==> src/rtl/top_mem_test.sv <==
// Memory-to-memory run-length encoder: scans a 32768x64 input SRAM once after reset and
// writes {count,word} records into a 32768x80 output SRAM. Optional macro: LEVEL_SHIFT_EN.

module rle_sram #(
    parameter int DEPTH = 32768,
    parameter int AW    = 15,
    parameter int DW    = 64
) (
    input  logic          clk_i,
    input  logic          we_i,
    input  logic [AW-1:0] addr_i,
    input  logic [DW-1:0] wdata_i,
    output logic [DW-1:0] rdata_o
);
    logic [DW-1:0] Mem [0:DEPTH-1];
    logic [DW-1:0] rdata_q;

    // Single port, read data one cycle after address; contents survive reset.
    always_ff @(posedge clk_i) begin
        if (we_i) Mem[addr_i] <= wdata_i;
        rdata_q <= Mem[addr_i];
    end
    assign rdata_o = rdata_q;
endmodule


module rle_sram_out #(parameter int DEPTH = 32768, parameter int AW = 15, parameter int RW = 80) (
    input  logic          clk_i,
    input  logic          we_i,
    input  logic [AW-1:0] addr_i,
    input  logic [RW-1:0] wdata_i
);
    logic [RW-1:0] unused_rdata;

    rle_sram #(.DEPTH(DEPTH), .AW(AW), .DW(RW)) SRAM32768x80 (
        .clk_i(clk_i), .we_i(we_i), .addr_i(addr_i), .wdata_i(wdata_i), .rdata_o(unused_rdata)
    );
endmodule

module rle_mem_out #(parameter int DEPTH = 32768, parameter int AW = 15, parameter int RW = 80) (
    input  logic          clk_i,
    input  logic          we_i,
    input  logic [AW-1:0] addr_i,
    input  logic [RW-1:0] wdata_i
);
    rle_sram_out #(.DEPTH(DEPTH), .AW(AW), .RW(RW)) SRAM_syn2 (
        .clk_i(clk_i), .we_i(we_i), .addr_i(addr_i), .wdata_i(wdata_i)
    );
endmodule

module rle_core #(
    parameter int DEPTH = 32768,
    parameter int AW    = 15,
    parameter int DW    = 64,
    parameter int CW    = 16
) (
    input  logic          clk,
    input  logic          reset,
    output logic [AW-1:0] rd_addr_o,
    input  logic [DW-1:0] rd_data_i
);
    typedef enum logic [2:0] {IDLE, PRIME, RUN, FLUSH, DONE} state_t;

    state_t           state_q;
    logic [AW-1:0]    rd_addr_q, out_addr_q, wr_addr_q;
    logic [CW-1:0]    cnt_q;
    logic [DW-1:0]    cur_q;
    logic [CW+DW-1:0] wr_data_q;
    logic             we_q;
    logic [AW:0]      n_rec_q;
    logic [DW-1:0]    word;

`ifdef LEVEL_SHIFT_EN
    assign word = rd_data_i ^ {(DW/8){8'h80}};
`else
    assign word = rd_data_i;
`endif
    assign rd_addr_o = rd_addr_q;

    always_ff @(posedge clk or negedge reset) begin
        if (!reset) begin
            state_q    <= IDLE;
            rd_addr_q  <= '0;
            out_addr_q <= '0;
            wr_addr_q  <= '0;
            wr_data_q  <= '0;
            cnt_q      <= '0;
            cur_q      <= '0;
            we_q       <= 1'b0;
            n_rec_q    <= '0;
        end else begin
            we_q <= 1'b0;
            case (state_q)
                IDLE:  state_q <= PRIME;
                PRIME: begin
                    rd_addr_q <= rd_addr_q + AW'(1);
                    state_q   <= RUN;
                end
                RUN: begin
                    rd_addr_q <= rd_addr_q + AW'(1);
                    // rd_addr_q runs one ahead of the word in rd_data_i: 1 = word 0, 0 = last word
                    if (rd_addr_q == AW'(1)) begin
                        cur_q <= word;
                        cnt_q <= CW'(1);
                    end else if (word == cur_q) begin
                        cnt_q <= cnt_q + CW'(1);
                    end else begin
                        we_q       <= 1'b1;
                        wr_addr_q  <= out_addr_q;
                        wr_data_q  <= {cnt_q, cur_q};
                        out_addr_q <= out_addr_q + AW'(1);
                        cur_q      <= word;
                        cnt_q      <= CW'(1);
                    end
                    if (rd_addr_q == '0) state_q <= FLUSH;
                end
                FLUSH: begin
                    we_q      <= 1'b1;
                    wr_addr_q <= out_addr_q;
                    wr_data_q <= {cnt_q, cur_q};
                    n_rec_q   <= {1'b0, out_addr_q} + (AW+1)'(1);
                    state_q   <= DONE;
                end
                DONE:    state_q <= DONE;
                default: state_q <= IDLE;
            endcase
        end
    end

    rle_mem_out #(.DEPTH(DEPTH), .AW(AW), .RW(CW+DW)) MEM_OUT (
        .clk_i(clk), .we_i(we_q), .addr_i(wr_addr_q), .wdata_i(wr_data_q)
    );
endmodule


==> config.mk <==
export PLATFORM = sky130hd
export DESIGN_NAME = rle_core
export DESIGN_NICKNAME = d
export VERILOG_FILES = /design/src/rtl/top_mem_test.sv
export SDC_FILE = /design/constraint.sdc
export NUM_CORES = 1
export LEC_CHECK = 0
export CAP_MARGIN = 20
export CELL_PAD_IN_SITES_DETAIL_PLACEMENT = 0
export CELL_PAD_IN_SITES_GLOBAL_PLACEMENT = 1
export CORE_MARGIN = 2
export CORE_UTILIZATION = 19
export CTS_BUF_LIST = sky130_fd_sc_hd__clkbuf_8
export DETAILED_ROUTE_END_ITERATION = 16
export PLACE_DENSITY = 0.87
export SLEW_MARGIN = 20
export SYNTH_ARGS = -nofsm -noshare
export SYNTH_HDL_FRONTEND = slang
export SYNTH_SLANG_ARGS = --single-unit
==> constraint.sdc <==
create_clock -name clk -period 1.5 [get_ports clk]
set_clock_uncertainty 0.2 [all_clocks]
set_input_delay 0.225 -clock clk [delete_from_list [all_inputs] [get_ports clk]]
set_output_delay 0.225 -clock clk [all_outputs]
set_load 0.005 [all_outputs]
==> results.yml <==
status:
  status: "complete, but fails checks"
  violations: "setup timing"
sta:
  timing.final.crit_share: 1.09
  finalSetupViolCount: 8
  post-route-worst-setup-slack_ns: -0.128
  maxSlewHeadroom: 0.798
  rsz0062_at_grt: "yes"
  timing.fmax_mhz: 614
  slew_violations: 0
  finalCriticalPeriod_ns: 1.63
  hold_viol_final: 0
  worst_pin_slew_ns: 0.300
  finalSetupTns_ns: -0.348
critical_path:
  rrSetupSlack_ns: -0.10
  cp_max_fo: 3
  worst-setup-path-type: "flop to output port"
  cp-start-kind: "flop"
  cp.required_ns: 1.07
  crit_path_end_kind: "output port"
  arrival_ns: 1.20
min_path:
  hold_class: "primary input to asynchronous set/reset pin"
clock_network:
  clk_pin_slew_ns: 0.06
  cts_max_path_buffers: 2
  htreeDepth: 1
  clock-sinks: 18
  numCtsBuffers: 3
  root_buffer: "clkbuf_8"
  insertion_delay_ns: 0.25
  cts_tree: "built"
  hold_buffers: 0
detailed_routing:
  wl_per_cell_um: 11.9
  drt_wl_total_um: 2030
  first_iter_violations: 13
  final_antenna_net_count: 0
  viasPerCell: 4.20
  dr_total_vias: 718
  drt_pass1_iterations: 4
  drcViolationCount: 0
logic_synthesis:
  yosysSeqAreaShare: 0.544
  yosysUniqueCellTypes: 23
  synth_seq_cells: 18
  syn-cell-area_um2: 828
  postSynthCellCount: 70
  muxShareOfSynthArea: 0
  synth_compound_area_frac: 0.0227
  yosys.area_share.simple: 0.213
  ys_warn_count: 0
  synthAdderAreaFrac: 0.0302
  synth-xor-area-share: 0.177
  syn-num-nets: 138
  synth_top_family_by_area: "simple AND/OR/NAND/NOR gates"
  avgSynthCellArea_um2: 11.8
global_routing:
  antenna_found_initial: 0
  grt_max_degree: 19
  grt_pass1_vias: 761
  grt_pass1_wl_um: 3450
  grt_overflow_total: 0
  gr-usage-all-layers: 0.0894
final_layout:
  diodes: 0
  nFillCells: 431
  nets: 188
  area_growth_pct: 67.8
  stdcell_area_um2: 1390
  drive_gt1_frac: 0.445
flow_run:
  maxCapViolCount: 0
die:
  pin_count: 81
  fp-row-count: 24
  die_x_um: 70.0
  die-area_um2: 4900
  die_h_um: 70.0
  core_um2: 4260
  start_util: 0.194
placed_design:
  port_buffers: 16
  dp.final_hpwl_um: 1350
  routabilityCongestion: 0.832
  dpl-instance-area_um2: 1140
pwr:
  ir_worst_vdd_mv: 0.285
  power_density_nw_per_um2: 636
  total_power_uw: 884
  leakage_uw: 0.000639
[cells by family (layout without fill, tap and decap cells)]
family | Yosys count | in the layout
AO/OA/AOI/OAI | 3 | 3
buffers and inverters | 3 | 52
AND/OR/NAND/NOR | 29 | 29
adder cells (fa/ha/maj) | 2 | 2
XOR/XNOR | 15 | 15
flip-flops | 18 | 18
[final cells by class]
cell class | instances | area (um^2) | share of cell area
clock buffers | 4 | 55.1 | 0.0396
inverters | 3 | 11.3 | 0.00810
multi-input cells | 49 | 442 | 0.318
flip-flops and latches | 18 | 455 | 0.328
well taps | 52 | 65.1 | 0.0468
repair buffers | 45 | 362 | 0.260
[per-stage QoR]
step                      std cells  hold slack, ns  utilization  setup slack [ns]
after CTS                       167           0.107        0.308           -0.0952
after global placement          150           0.295        0.268           -0.0849
after floorplan                  70          -0.271            -            0.0149
after global routing            171           0.109        0.326            -0.206
after detailed placement        150           0.301        0.268            -0.107
final                           171          0.0976        0.326            -0.128
[what timing repair did]
item,CTS,global route
setup buffers,13,4
endpoints found under the hold margin,0,0
pin swaps,1,7
cloned,0,0
resized for setup,24,12
endpoints found under the setup margin,25,14
[worst paths after layout]
kind,from,to,depth (start not counted)
setup / recovery,rd_addr_o[1],rd_addr_o[1],3
hold / removal,reset,state_q[0],2
setup reg to reg,rd_addr_o[1],rd_addr_o[6],5
hold reg to reg,rd_addr_o[11],rd_addr_o[11],2
max in group asynchronous,reset,rd_addr_o[2],2
min in group clk,rd_addr_o[11],rd_addr_o[11],2
[critical path, stage by stage (launching register included)]
cell and delay (ns):
dfrtp_1 0.42, buf_4 0.15, buf_4 0.13, dlygate4sd2_1 0.25
[layout by cell type (no fill, tap or decap), types with 2 or more instances in the layout]
cell and count:
dfrtp_2 4, buf_4 28, xnor2_1 11, clkbuf_8 4
buf_6 2, nor2_2 2, nor4_1 2, nand3_1 3
dlygate4sd2_1 13, dfrtp_1 14, xor2_1 2, nor3_2 2
inv_1 3, nand4_1 6, nand2_1 6
[cell usage after synthesis]
| library cell | number | area, um^2 |
|---|---|---|
| nor3_2 | 1 | 10.0 |
| ha_1 | 2 | 25.0 |
| nand3_1 | 4 | 20.0 |
| o21ai_0 | 1 | 5.00 |
| nor3_4 | 1 | 16.3 |
| xor2_1 | 2 | 17.5 |
| nor4_1 | 3 | 18.8 |
| nand4_1 | 6 | 37.5 |
| nand2_1 | 6 | 22.5 |
| xnor2_1 | 11 | 96.3 |
| nand2b_1 | 1 | 6.26 |
| a211oi_1 | 1 | 7.51 |
| and3_1 | 1 | 6.26 |
| nor2_2 | 1 | 6.26 |
| dfrtp_1 | 18 | 450 |
| xor2_2 | 1 | 16.3 |
| xnor2_2 | 1 | 16.3 |
| nor2_1 | 2 | 7.51 |
| o22ai_1 | 1 | 6.26 |
| and4_4 | 1 | 11.3 |
| nor3_1 | 1 | 5.00 |
| inv_1 | 3 | 11.3 |
| nor4b_1 | 1 | 8.76 |
[where the power goes]
part	total, uW	switching, uW	internal (uW)	leakage [uW]
sequential	485	0	485	0.000230
combinational	13.0	9.04	3.99	0.000380
clock	386	153	233	0.0000288
total	884	162	722	0.000639
[sequential cells by signal, indices dropped and copies added (netlist names)]
| register | flops |
|---|---|
| state_q | 3 |
| rd_addr_o | 15 |
[routing by layer]
layer,wire length [um],global-route usage
met1,792,0.0950
met2,1090,0.157
met3,109,0.0289
met4,34,0.0470
met5,0,0
No activity file was read; power rests on OpenSTA's default activity.
